[config.mk]
export PLATFORM = sky130hd
export DESIGN_NAME = can_rx_frame
export DESIGN_NICKNAME = d
export VERILOG_FILES = /design/src/rtl/can_rx_frame.sv
export SDC_FILE = /design/constraint.sdc
export NUM_CORES = 1
export LEC_CHECK = 0
export ABC_AREA = 1
export CORE_UTILIZATION = 51
export CTS_CLUSTER_SIZE = 24
export DETAILED_ROUTE_END_ITERATION = 10
export HOLD_SLACK_MARGIN = 0.03
export PLACE_DENSITY = 0.77
export REMOVE_ABC_BUFFERS = 1
export SLEW_MARGIN = 15
export SYNTH_ARGS = -nofsm -noshare
export SYNTH_HDL_FRONTEND = slang
export SYNTH_SLANG_ARGS = --single-unit
[constraint.sdc]
create_clock -name clk_can_i -period 1.8 [get_ports clk_can_i]
set_input_delay 0.18 -clock clk_can_i [delete_from_list [all_inputs] [get_ports clk_can_i]]
set_output_delay 0.18 -clock clk_can_i [all_outputs]
set_load 0.02 [all_outputs]
[src/rtl/can_rx_frame.sv]
// can_rx_frame
// Receive path for the CAN link. rx_i is sampled once per clk_can_i rising
// edge. The block detects SOF, removes stuff bits, assembles an extended
// (29-bit ID) frame, and checks stuffing, form and CRC-15. It drives the ACK
// slot and presents received frames with a one-cycle valid pulse.
//
// Optional feature macro: CAN_RX_ACK_EN
//   defined   : ack_o drives a dominant ACK for a frame whose CRC is good
//   undefined : ack_o is tied to 0 (listen-only)
//
// Ports
//   clk_can_i      in   bit-rate clock
//   rst_i          in   synchronous active-high reset
//   rx_i           in   bus level, 1 = recessive (already synchronized)
//   ack_o          out  1 = drive dominant during the ACK slot
//   rx_busy_o      out  high from the SOF sample until return to IDLE
//   frame_valid_o  out  one-cycle pulse, frame outputs updated
//   id_o           out  {ID_A[10:0], ID_B[17:0]}
//   rtr_o          out  received RTR bit
//   dlc_o          out  received DLC, raw
//   data_o         out  first byte in [63:56]; bytes not received are 0
//   err_o          out  one-cycle pulse on a frame error
//   err_code_o     out  01 stuff, 10 form, 11 CRC; held until the next err_o
//
// state     | meaning
// WAIT_IDLE | counting IDLE_BITS consecutive recessive bits
// IDLE      | bus idle, waiting for a dominant SOF
// ARB_A     | 11-bit base ID
// SRR_IDE   | SRR and IDE, both must be recessive
// ARB_B     | 18-bit ID extension
// CTRL      | RTR, r1, r0, DLC
// DATA      | data bytes
// CRC       | 15-bit received CRC
// CRC_DEL   | CRC delimiter (also absorbs a stuff bit after the CRC)
// ACK       | ACK slot
// ACK_DEL   | ACK delimiter, CRC verdict reported here
// EOF       | 7 recessive end-of-frame bits
module can_rx_frame #(
    parameter int IDLE_BITS = 11
) (
    input  logic        clk_can_i,
    input  logic        rst_i,
    input  logic        rx_i,
    output logic        ack_o,
    output logic        rx_busy_o,
    output logic        frame_valid_o,
    output logic [28:0] id_o,
    output logic        rtr_o,
    output logic [3:0]  dlc_o,
    output logic [63:0] data_o,
    output logic        err_o,
    output logic [1:0]  err_code_o
);
    typedef enum logic [3:0] {
        WAIT_IDLE, IDLE, ARB_A, SRR_IDE, ARB_B, CTRL,
        DATA, CRC, CRC_DEL, ACK, ACK_DEL, EOF
    } state_t;

    localparam logic [14:0] CRC_POLY  = 15'h4599;
    localparam logic [1:0]  ERR_STUFF = 2'b01;
    localparam logic [1:0]  ERR_FORM  = 2'b10;
    localparam logic [1:0]  ERR_CRC   = 2'b11;

    state_t      state, state_n;
    logic [6:0]  bit_cnt, bit_cnt_n;
    logic [2:0]  run_cnt, run_cnt_n;
    logic        last_bit, last_bit_n;
    logic [28:0] id_sh, id_sh_n;
    logic        rtr_sh, rtr_sh_n;
    logic [3:0]  dlc_sh, dlc_sh_n;
    logic [63:0] data_sh, data_sh_n;
    logic [14:0] crc_reg, crc_reg_n;
    logic [14:0] crc_rx, crc_rx_n;
    logic        crc_ok, crc_ok_n;
    logic        valid_n, err_n;
    logic [1:0]  code_n;
    logic        destuff, stuff_bit;
    logic [3:0]  dlc_full;
    logic [6:0]  data_bits;

    function automatic logic [14:0] crc_step(input logic [14:0] c, input logic b);
        crc_step = {c[13:0], 1'b0} ^ ((b ^ c[14]) ? CRC_POLY : 15'h0000);
    endfunction

    // A stuff bit may follow the last CRC bit; it lands in CRC_DEL with the
    // run counter still at 5 and is absorbed there.
    assign destuff   = (state inside {ARB_A, SRR_IDE, ARB_B, CTRL, DATA, CRC}) ||
                       (state == CRC_DEL && run_cnt == 3'd5);
    assign stuff_bit = destuff && (run_cnt == 3'd5);
    assign dlc_full  = {dlc_sh[2:0], rx_i};
    // DLC above 8 still carries 8 bytes
    assign data_bits = dlc_sh[3] ? 7'd64 : {1'b0, dlc_sh[2:0], 3'b000};
    assign rx_busy_o = (state != IDLE) && (state != WAIT_IDLE);

    always_comb begin
        state_n    = state;
        bit_cnt_n  = bit_cnt;
        run_cnt_n  = run_cnt;
        last_bit_n = last_bit;
        id_sh_n    = id_sh;
        rtr_sh_n   = rtr_sh;
        dlc_sh_n   = dlc_sh;
        data_sh_n  = data_sh;
        crc_reg_n  = crc_reg;
        crc_rx_n   = crc_rx;
        crc_ok_n   = crc_ok;
        valid_n    = 1'b0;
        err_n      = 1'b0;
        code_n     = err_code_o;

        if (stuff_bit) begin
            if (rx_i == last_bit) begin
                err_n  = 1'b1;
                code_n = ERR_STUFF;
            end else begin
                run_cnt_n  = 3'd1;
                last_bit_n = rx_i;
            end
        end else begin
            if (destuff) begin
                run_cnt_n  = (rx_i == last_bit) ? run_cnt + 3'd1 : 3'd1;
                last_bit_n = rx_i;
            end
            if (state inside {ARB_A, SRR_IDE, ARB_B, CTRL, DATA})
                crc_reg_n = crc_step(crc_reg, rx_i);
            bit_cnt_n = bit_cnt + 7'd1;

            case (state)
                WAIT_IDLE: begin
                    if (!rx_i) begin
                        bit_cnt_n = 7'd0;
                    end else if (bit_cnt == 7'(IDLE_BITS - 1)) begin
                        state_n   = IDLE;
                        bit_cnt_n = 7'd0;
                    end
                end
                IDLE: begin
                    bit_cnt_n = 7'd0;
                    if (!rx_i) begin
                        state_n    = ARB_A;
                        run_cnt_n  = 3'd1;
                        last_bit_n = 1'b0;
                        id_sh_n    = '0;
                        rtr_sh_n   = 1'b0;
                        dlc_sh_n   = '0;
                        data_sh_n  = '0;
                        crc_reg_n  = '0;
                        crc_rx_n   = '0;
                        crc_ok_n   = 1'b0;
                    end
                end
                ARB_A: begin
                    id_sh_n = {id_sh[27:0], rx_i};
                    if (bit_cnt == 7'd10) begin
                        state_n   = SRR_IDE;
                        bit_cnt_n = 7'd0;
                    end
                end
                SRR_IDE: begin
                    if (!rx_i) begin
                        err_n  = 1'b1;
                        code_n = ERR_FORM;
                    end else if (bit_cnt == 7'd1) begin
                        state_n   = ARB_B;
                        bit_cnt_n = 7'd0;
                    end
                end
                ARB_B: begin
                    id_sh_n = {id_sh[27:0], rx_i};
                    if (bit_cnt == 7'd17) begin
                        state_n   = CTRL;
                        bit_cnt_n = 7'd0;
                    end
                end
                CTRL: begin
                    if (bit_cnt == 7'd0)
                        rtr_sh_n = rx_i;
                    if (bit_cnt >= 7'd3)
                        dlc_sh_n = dlc_full;
                    if (bit_cnt == 7'd6) begin
                        bit_cnt_n = 7'd0;
                        state_n   = (rtr_sh || dlc_full == 4'd0) ? CRC : DATA;
                    end
                end
                DATA: begin
                    data_sh_n[6'd63 - bit_cnt[5:0]] = rx_i;
                    if (bit_cnt == data_bits - 7'd1) begin
                        state_n   = CRC;
                        bit_cnt_n = 7'd0;
                    end
                end
                CRC: begin
                    crc_rx_n = {crc_rx[13:0], rx_i};
                    if (bit_cnt == 7'd14) begin
                        crc_ok_n  = (crc_rx_n == crc_reg);
                        state_n   = CRC_DEL;
                        bit_cnt_n = 7'd0;
                    end
                end
                CRC_DEL: begin
                    if (!rx_i) begin
                        err_n  = 1'b1;
                        code_n = ERR_FORM;
                    end else begin
                        state_n = ACK;
                    end
                end
                ACK: state_n = ACK_DEL;
                ACK_DEL: begin
                    if (!rx_i) begin
                        err_n  = 1'b1;
                        code_n = ERR_FORM;
                    end else if (!crc_ok) begin
                        err_n  = 1'b1;
                        code_n = ERR_CRC;
                    end else begin
                        state_n   = EOF;
                        bit_cnt_n = 7'd0;
                    end
                end
                EOF: begin
                    if (!rx_i) begin
                        err_n  = 1'b1;
                        code_n = ERR_FORM;
                    end else if (bit_cnt == 7'd6) begin
                        valid_n   = 1'b1;
                        state_n   = IDLE;
                        bit_cnt_n = 7'd0;
                    end
                end
                default: state_n = WAIT_IDLE;
            endcase
        end

        if (err_n) begin
            state_n   = WAIT_IDLE;
            bit_cnt_n = 7'd0;
        end
    end

    always_ff @(posedge clk_can_i) begin
        if (rst_i) begin
            state         <= WAIT_IDLE;
            bit_cnt       <= '0;
            run_cnt       <= '0;
            last_bit      <= 1'b0;
            id_sh         <= '0;
            rtr_sh        <= 1'b0;
            dlc_sh        <= '0;
            data_sh       <= '0;
            crc_reg       <= '0;
            crc_rx        <= '0;
            crc_ok        <= 1'b0;
            frame_valid_o <= 1'b0;
            err_o         <= 1'b0;
            err_code_o    <= '0;
            id_o          <= '0;
            rtr_o         <= 1'b0;
            dlc_o         <= '0;
            data_o        <= '0;
        end else begin
            state         <= state_n;
            bit_cnt       <= bit_cnt_n;
            run_cnt       <= run_cnt_n;
            last_bit      <= last_bit_n;
            id_sh         <= id_sh_n;
            rtr_sh        <= rtr_sh_n;
            dlc_sh        <= dlc_sh_n;
            data_sh       <= data_sh_n;
            crc_reg       <= crc_reg_n;
            crc_rx        <= crc_rx_n;
            crc_ok        <= crc_ok_n;
            frame_valid_o <= valid_n;
            err_o         <= err_n;
            err_code_o    <= code_n;
            if (valid_n) begin
                id_o   <= id_sh;
                rtr_o  <= rtr_sh;
                dlc_o  <= dlc_sh;
                data_o <= data_sh;
            end
        end
    end

`ifdef CAN_RX_ACK_EN
    logic ack_r;

    // High for exactly the ACK bit time: set on a good CRC_DEL sample (not a
    // trailing stuff bit), cleared when the ACK slot itself is sampled.
    always_ff @(posedge clk_can_i) begin
        if (rst_i)
            ack_r <= 1'b0;
        else if (state == CRC_DEL && run_cnt != 3'd5 && rx_i && crc_ok)
            ack_r <= 1'b1;
        else if (state == ACK)
            ack_r <= 1'b0;
    end

    assign ack_o = ack_r;
`else
    assign ack_o = 1'b0;
`endif

endmodule

## After elaboration in Yosys (flattened, before gate mapping)

Index checks and enable logic that the tools add are counted.

| storage, ports and cells | value |
|---|---|
| register bits after elaboration | 245 |

| operators by class | value |
|---|---|
| bitwise gates (word level) | 3 |
| mux-type cells | 78 |
| order comparisons | 3 |
| equality and inequality tests | 42 |
| reduce and logical (&&, ||, !) cells | 28 |
| add/sub/neg operators | 4 |

Operators with widths:

| kind | count |
|---|---|
| $pmux 64 s2 | 1 |
| $mux 7 | 12 |
| $pmux 7 s10 | 1 |
| $mux 4 | 17 |
| $bwmux 64 | 1 |
| $mux 64 | 1 |
| $mux 15 | 4 |
| $pmux 29 s2 | 1 |
| $pmux 4 s12 | 1 |
| $mux 29 | 1 |
| $pmux 14 s2 | 1 |
| $ne 2x2->1 const B | 10 |
| $mux 1 | 19 |
| $mux 3 | 6 |
| $ne 2x1->1 const B | 9 |
| $eq 4x3->1 const B | 4 |
| $eq 4x4->1 const B | 4 |
| $reduce_and 16->1 | 1 |
| $reduce_and 4->1 | 4 |
| $eq 15x15->1 | 1 |
| $xor 15x15->15 | 1 |
| $eq 7x4->1 const B | 2 |
| $mux 14 | 1 |
| $mux 2 | 5 |
| other kinds (36) | 50 |

## Depth between registers and ports, before layout

Gate-level depths: netlist of run 1.

| depth | value |
|---|---|
| depth in word-level cells | 7 |
| depth in mapped cells | 15 |

## Worst setup path before layout of run 1

No wires, ideal clock.

| path | value |
|---|---|
| path type | reg2reg |
| start point | reg bit_cnt[0] |
| end point | reg data_o[0] |
| cell stages (with the launch flop) | 9 |
| data required time | 1,672 ps |
| setup slack | -39 ps |
| data arrival time | 1,710 ps |
| path buffers | 2 |
| cell sequence | dfxtp_1 > inv_1 > ha_1 > nand3_1 > nor2_1 > nand3_1 > clkbuf_1 > clkbuf_1 > a21oi_1 |

| on the way | value |
|---|---|
| cells in the longest elaborated chain, start to end | 5 |

RTL lines:

| item | RTL line | source |
|---|---|---|
| from (decl) | 65 | `logic [6:0] bit_cnt, bit_cnt_n;` |
| from (signal assigned) | 263 | `bit_cnt <= bit_cnt_n;` |
| $eq 7x3->1 | 225 | `end else if (bit_cnt == 7'd6) begin` |
| $mux 1 | 225 |  |
| $mux 1 | 222 | `if (!rx_i) begin` |
| $mux 1 | 128 | `case (state)` |
| $mux 1 | 111 | `if (stuff_bit) begin` |
| to (signal assigned) | 280 | `data_o <= data_sh;` |
| to (decl) | 50 | `output logic [63:0] data_o,` |

No other way between the ends.
A chain may end at the register's enable or synchronous reset.

## Worst setup path in the final report of run 1

| path | value |
|---|---|
| start point | reg run_cnt[1] |
| end point | reg data_sh[47] |

| on the way | value |
|---|---|
| cells in the longest elaborated chain, start to end | 6 |

RTL lines:

| item | RTL line | source |
|---|---|---|
| from (decl) | 66 | `logic [2:0] run_cnt, run_cnt_n;` |
| from (signal assigned) | 264 | `run_cnt <= run_cnt_n;` |
| $eq 3x3->1 (*) | 88, 89 |  |
| $logic_and 1x1->1 | 88 | `(state == CRC_DEL && run_cnt == 3'd5);` |
| $logic_or 1x1->1 | 87 | `assign destuff = (state inside {ARB_A, SRR_IDE, ARB_B, CTRL, DATA, CRC}) \|\|` |
| $logic_and 1x1->1 (*) | 89 | `assign stuff_bit = destuff && (run_cnt == 3'd5);` |
| $not 1->1 (no line) (*) | -- |  |
| $reduce_and 3->1 (no line) (*) | -- |  |
| to (signal assigned) | 269 | `data_sh <= data_sh_n;` |
| to (decl) | 71 | `logic [63:0] data_sh, data_sh_n;` |

Mark *: on every way between the ends. The rest lies on a longest branch, timed or not.

==> results of run 1 <==
cells in the mapped netlist (12+ instances only):
cell      count  area share (%)
clkbuf_1     63             2.2
o21ai_0     185             8.7
a22oi_1      14            0.99
inv_1       142             5.0
xor2_1       12            0.99
nand4_1      69             4.1
dfxtp_1     245              46
xnor2_1      15             1.2
nand2_1     167             5.9
nor2_1      234             8.3
nand3_1      30             1.4
a21oi_1     209             9.9
buf_2        22             1.0
path summary, 6_finish.rpt:
path / start / slack [ns] / to
worst max-delay path: run_cnt[1] / -0.04 / data_sh[47]
worst min-delay path: rx_i / 0.15 / err_code_o[0]
worst min register to register: data_o[48] / 0.44 / data_o[48]
worst max register to register: run_cnt[1] / -0.04 / data_sh[47]
per-stage QoR:
| step | std cells | cell area, µm² | total power, mW | setup slack, ns | TNS, ns |
|---|---|---|---|---|---|
| detailed placement | 1840 | 12500 | 10.3 | -0.143 | -7.93 |
| global route | 1908 | 14000 | 17.2 | -0.162 | -9.13 |
| finish | 1908 | 14000 | 16.5 | -0.0399 | -0.296 |
| CTS | 1891 | 13400 | 15.7 | -0.0416 | -0.594 |
| floorplan | 1365 | 10200 | 8.52 | -3.21 | -527.05 |
| global placement | 1840 | 12500 | 10.2 | -0.138 | -6.56 |
report_power, final:
part	internal (mW)	switching, mW
Sequential	5.70	0.249
Combinational	2.25	3.30
Clock	2.86	2.11
Total	10.8	5.66
cells in the final DEF (no fill, tap or decap), types with 28 or more instances in the layout:
cell / n
clkdlybuf4s50_1: 102
nor2_1: 220
nand2_1: 150
o21ai_0: 154
o21ai_1: 28
nand4_1: 69
dfxtp_1: 239
inv_1: 128
clkbuf_16: 33
a21oi_1: 201
buf_4: 90
cell families (layout without fill, tap and decap cells):
logic type | after synthesis | count (layout) | share of synthesized area [%]
other | 1 | 1 | 0.0354
XOR/XNOR | 27 | 27 | 2.23
flip-flops | 245 | 245 | 46.3
AND/OR/NAND/NOR | 519 | 519 | 20.8
adder cells (fa/ha/maj) | 7 | 7 | 0.826
buffers and inverters | 244 | 418 | 9.23
AO/OA/AOI/OAI | 421 | 421 | 20.6
critical path, delay by kind of cell, from the launching register on:
kind                     cells  cell delay [ns]
AND/OR/NAND/NOR              6             0.54
flip-flops                   1             0.33
adder cells (fa/ha/maj)      1             0.14
AO/OA/AOI/OAI                2             0.32
buffers and inverters        4             0.42
final cells by class:
cell class	instances	area (µm²)
Tap cell	270	338
Sequential cell	245	4910
Fill cell	1615	6270
Inverter	145	547
Clock buffer	35	703
Clock inverter	8	72.6
Timing Repair Buffer	230	2410
Multi-Input combinational cell	975	5040
layer usage:
layer	global-route usage [%]	vias up	routed length (µm)
met5	0	-	0
met4	6.77	0	642
met3	3.38	62	2220
met2	41.8	431	14000
met1	34.7	4873	12900
li1	-	5146	-
timing repair:
item                                    4_1_cts  5_1_grt
hold buffers                                  1        0
endpoints found under the hold margin         6        0
buffers inserted                              3       10
endpoints found under the setup margin      156      239
resized for setup                            26      120
pin swaps                                     2       69
gates cloned                                  4        8
==> summary.txt, run 1 <==
Pwr
  • Max IR drop VDD: 0.000935 V
  • Leak: 5.19 nW
  • PD cells: 1170 nW/µm²

STA
  • Worst Hold Slack: 0.152 ns
  • Crit share post-route: 102%
  • Final Hold Vio Count: 0
  • Worst Tran Pin Value: 0.600 ns
  • RSZ-0062 raised after global routing: yes
  • Endpoints failing setup: 19
  • Fmax: 0.544 GHz
  • Clock skew: 0.0108 ns
  • Tmin final: 1.84 ns
  • Fin worst setup slack: -0.0399 ns
  • Slew Limit Fails: 0
  • Slew Limit Headroom: 60.0%

Worst setup path
  • CP max stage delay: 0.33 ns
  • CP Max Fanout: 8
  • CP required: 2.25 ns
  • Worst reg2reg path depth: 13
  • Setup Crit Path Kind: register to register
  • Setup crit end kind: register
  • Slowest cell on crit path: dfxtp_2
  • Crit start category: register
  • Worst-path cell chain: inv_2 -> ha_4 -> nand2_2 -> inv_2 -> nand3_2 -> nand2_4 -> nand2_8 -> nand2_8 -> a21oi_4 -> buf_6 -> buf_16 -> nand4_1 -> a21oi_2
  • WP data arrival: 2.29 ns

Place
  • HPWL after detailed placement: 17500 µm
  • RePlAce Congestion: 0.950
  • Port Buffers: 105

Synth
  • Mapped Avg Cell Area: 7.24 µm²
  • Synth Warn #: 0
  • FF+latch count, synth: 245
  • Sequential area share after synthesis: 46.3%
  • Fraction of registers with async set/reset: 0%
  • Ys flop type: dfxtp_1
  • Synthesized area: 10600 µm²
  • Syn Inst Count: 1464
  • EDFF count, synth: 0
  • Count of different cell masters after synthesis: 34

Route
  • TritonRoute pass-1 iters: 6
  • Total number of vias: 10.5k
  • Starting DRC count in detailed routing: 1035
  • Detailed Route WL: 29700 µm
  • Antenna Nets Post-Route: 0
  • Remaining DRCs: 0
  • Wire per inst: 15.6 µm
  • DR vias/cell: 5.51

Cells and area
  • Final Util: 69.1%
  • # diodes: 0
  • Layout net count: 1632
  • Share of layout cells above drive strength 1: 15.9%
  • Largest registers: data_o (64), data_sh (64)
  • Area Overhead vs Synth: 32.3%

Die
  • Die width: 146 µm
  • FP Rows: 52
  • Initial core utilization: 52.2%
  • Core Region: 20300 µm²
  • Die H: 146 µm
  • Die area: 21400 µm²
  • I/O pin count: 107

Clocking
  • H-tree depth: 1
  • Clock Latency Late Sink: 0.52 ns
  • Clock sinks: 245
  • Clk root buf: clkbuf_16
  • TritonCTS clock tree: yes
  • Clock Tree Buf Depth: 3
  • CTS buffer count: 25
  • Reg clk slew, reported paths: 0.06 ns

GRT
  • First-pass GRT wire length: 45700 µm
  • Initial antenna violation count: 0
  • Total grt overflow: 0
  • Largest net degree at the start of global routing: 109
  • GR Util All Layers: 25.3%
  • Number of global-route vias before repair: 9437

Status
  • Status: finished with violations
  • Failing checks: negative setup slack

Worst hold path
  • Hold Path Stages: 3
  • HP Class: input pin to register

Flow run
  • MaxCap Viol Count: 0
(Power assumes the default switching activity.)
==> inputs of run 2 (changes only) <==
ABC_AREA = unset   (was 1)
==> run 2 against run 1 <==
The flow still finishes with violations (negative setup slack); non-clock buffer count grew 119; clock power grew 6.8%; highest routed layer unchanged; first-iteration DRC count is 55% higher; sequential power fell by 7.4%; largest cell class unchanged; count of clock-buffer cells in the layout fell by 6.
==> summary.txt, run 2 <==
Worst hold path
  • Hold Path Origin: rst_i
  • Hold Path Stages: 2 (-1)
  • HP Class: input pin to register
  • Hold Path End: data_o[58]

Route
  • Starting DRC count in detailed routing: 1605 (+55%)
  • Remaining DRCs: 0 (unchanged)
  • TritonRoute pass-1 iters: 8 (+2)
  • DR vias/cell: 6.75 (+23%)
  • Wire per inst: 28.4 µm (+82%)
  • Antenna Nets Post-Route: 0 (unchanged)
  • Total number of vias: 12.0k (+14%)
  • Detailed Route WL: 50400 µm (+69%)

Cells and area
  • Share of layout cells above drive strength 1: 44.5% (+29 points)
  • Post-route cell area: 16900 µm² (+20%)
  • Area Overhead vs Synth: 68.2%
  • Layout net count: 1506 (-7.7%)
  • Final Util: 88.8% (+20 points)
  • Most frequent cells in the layout: dfxtp_1 (234), nand2_1 (207), buf_4 (127), nand2_4 (121), clkdlybuf4s50_1 (99)
  • Largest registers: data_o (64), data_sh (64)
  • Commonest non-fill, non-tap cell in the layout: dfxtp_1
  • Post-route insts no fill: 1772 (-7.1%)

Worst setup path
  • Crit start category: register
  • WP data arrival: 2.84 ns (+0.55 ns)
  • Worst R2R End: state[3]
  • Worst reg2reg path depth: 12 (-1)
  • Slack of the worst reg-to-reg path: -0.61 ns (-0.57 ns)
  • Setup crit end kind: register
  • Worst r2r src: bit_cnt[0]
  • CP required: 2.23 ns (-0.02 ns)
  • CP Max Fanout: 4 (-4)
  • Setup Crit Path Kind: register to register

Synth
  • Sequential area share after synthesis: 48.9% (+2.6 points)
  • Ys flop type: dfxtp_1
  • FF+latch count, synth: 245 (unchanged)
  • Largest area contributor in the netlist: dfxtp_1
  • Fraction of registers with async set/reset: 0% (unchanged)
  • Most common cell in the netlist: nand2_1
  • Synth Warn #: 0 (unchanged)
  • Yosys top cell area share: 48.9% (+2.6 points)
  • Most frequent cells after synthesis: nand2_1 (367), dfxtp_1 (245), a21oi_1 (128)
  • Syn Inst Count: 1207 (-18%)
  • Mapped Avg Cell Area: 8.31 µm² (+15%)
  • Count of different cell masters after synthesis: 65 (+91%)
  • Synthesized area: 10000 µm² (-5.4%)
  • Dominant cells by area after synthesis: dfxtp_1 (49%), nand2_1 (14%), mux2i_1 (7.1%)
  • EDFF count, synth: 0 (unchanged)

Clocking
  • Clock Tree Buf Depth: 3 (unchanged)
  • TritonCTS clock tree: yes
  • Clock Latency Late Sink: 0.56 ns (+0.04 ns)
  • CTS buffer count: 25 (unchanged)
  • Clk root buf: clkbuf_16
  • H-tree depth: 1 (unchanged)
  • Reg clk slew, reported paths: 0.08 ns (+0.02 ns)
  • Cts hold-fix bufs: 0 (-1)
  • Clock sinks: 245 (unchanged)

STA
  • Worst Hold Slack: 0.102 ns (-0.0499 ns)
  • Endpoints failing setup: 241 (+222)
  • Final Hold Vio Count: 0 (unchanged)
  • Crit share post-route: 134% (+32 points)
  • Slew Limit Headroom: 35.5% (-24 points)
  • Clock skew: 0.0269 ns (+0.0161 ns)
  • Worst Tran Pin Value: 0.968 ns (+0.367 ns)
  • Tmin final: 2.41 ns (+0.568 ns)
  • RSZ-0062 raised after global routing: yes
  • Fmax: 0.415 GHz (-24%)
  • Slew Limit Fails: 0 (unchanged)
  • Fin worst setup slack: -0.608 ns (-0.568 ns)

Status
  • Status: finished with violations
  • Failing checks: negative setup slack

Place
  • DP Cell Count: 1618 (-12%)
  • Port Buffers: 105 (unchanged)
  • HPWL after detailed placement: 16900 µm (-3.8%)
  • Area after DPL: 12300 µm² (-1.6%)
  • Worst slack, placed: -0.501 ns (-0.359 ns)
  • RePlAce Congestion: 0.882 (-7.1%)

Pwr
  • Pint: 8.92 mW (-18%)
  • Gate power share: 12.6% (-21 points)
  • Clock power share: 42.9% (+13 points)
  • Psw: 3.46 mW (-39%)
  • PD cells: 733 nW/µm² (-38%)
  • Leak: 7.21 nW (+39%)
  • Sw Ratio: 27.9% (-6.4 points)
  • Sequential Power Share: 44.5% (+8.4 points)
  • Max IR drop VDD: 0.000858 V (-8.3%)

GRT
  • Total grt overflow: 0 (unchanged)
  • First-pass GRT wire length: 60100 µm (+31%)
  • Largest net degree at the start of global routing: 65 (-40%)
  • Number of global-route vias before repair: 11.1k (+17%)
  • GR Util All Layers: 38.1% (+13 points)
  • Initial antenna violation count: 1 (+1)

Die
  • Die H: 142 µm (-2.7%)
  • Core Region: 19000 µm² (-6.3%)
  • Die area: 20200 µm² (-5.3%)
  • Die width: 142 µm (-2.7%)
  • Initial core utilization: 52.8% (+0.52 points)
  • I/O pin count: 107 (unchanged)
  • FP Rows: 50 (-3.8%)

Flow run
  • MaxCap Viol Count: 0 (unchanged)
==> run 2: cells by family after synthesis <==
kind of cell	count (synthesis)	synth area share, %
compound gates	218	13.1
mux	71	7.08
buf+inv	96	3.89
fa+ha+maj	7	0.873
simple gates	537	23.3
xor+xnor	32	2.79
flops	245	48.9
other cells	1	0.0374
==> run 2: layer usage <==
layer | vias to the layer above | global-route usage [%] | wire (µm)
li1 | 4636 | - | -
met1 | 5579 | 43.0 | 16500
met2 | 1253 | 66.0 | 22600
met3 | 495 | 6.66 | 6050
met4 | 0 | 25.1 | 5170
met5 | - | 0 | 0
==> run 2: repair_timing <==
action                                  4_1_cts  5_1_grt
cloned                                       24        1
buffers inserted                             53       60
pin swaps                                   195      106
hold endpoints to repair                      0        0
resized for setup                           388      282
endpoints found under the setup margin      237      236
==> run 2: cell type report <==
class	count	area (µm²)
multi-input cells	869	6920
flip-flops and latches	245	4930
repair buffers	349	3890
fillers	703	2140
clock buffers	29	671
well taps	260	325
clock inverters	13	111
inverters	6	22.5
diodes	1	2.50
==> run 2: how the worst max path moves through the flow <==
stage	start	end	slack, ns
floorplan	bit_cnt[1]	data_o[0]	-4.64
global placement	rx_i	id_sh[10]	-0.46
detailed placement	rx_i	id_sh[2]	-0.50
CTS	dlc_sh[3]	state[1]	-0.27
global route	bit_cnt[0]	data_o[9]	-0.78
finish	bit_cnt[0]	state[3]	-0.61
==> run 2: power groups by stage <==
stage,combinational [mW],clock [mW],sequential [mW]
after CTS,1.10,5.05,5.50
after global routing,1.59,5.46,5.51
after floorplan,0.380,0,5.63
after global placement,0.835,0,5.62
final,1.56,5.31,5.51
after detailed placement,0.840,0,5.62
==> run 2: through the flow <==
step | setup TNS, ns | power, mW
global route | -79.81 | 12.6
global placement | -59.15 | 6.45
finish | -75.35 | 12.4
detailed placement | -62.78 | 6.46
CTS | -31.15 | 11.6
floorplan | -736.01 | 6.01
==> run 2: worst max-delay path: stages, from the launching register on <==
cell and delay (ns):
dfxtp_2 0.33, inv_2 0.07, ha_4 0.14, nor4b_4 0.22, buf_4 0.18, buf_6 0.12
buf_4 0.14, nand3_1 0.10, o211ai_1 0.19, nand3_1 0.19, buf_6 0.19, o311ai_4 0.30
o31ai_2 0.13
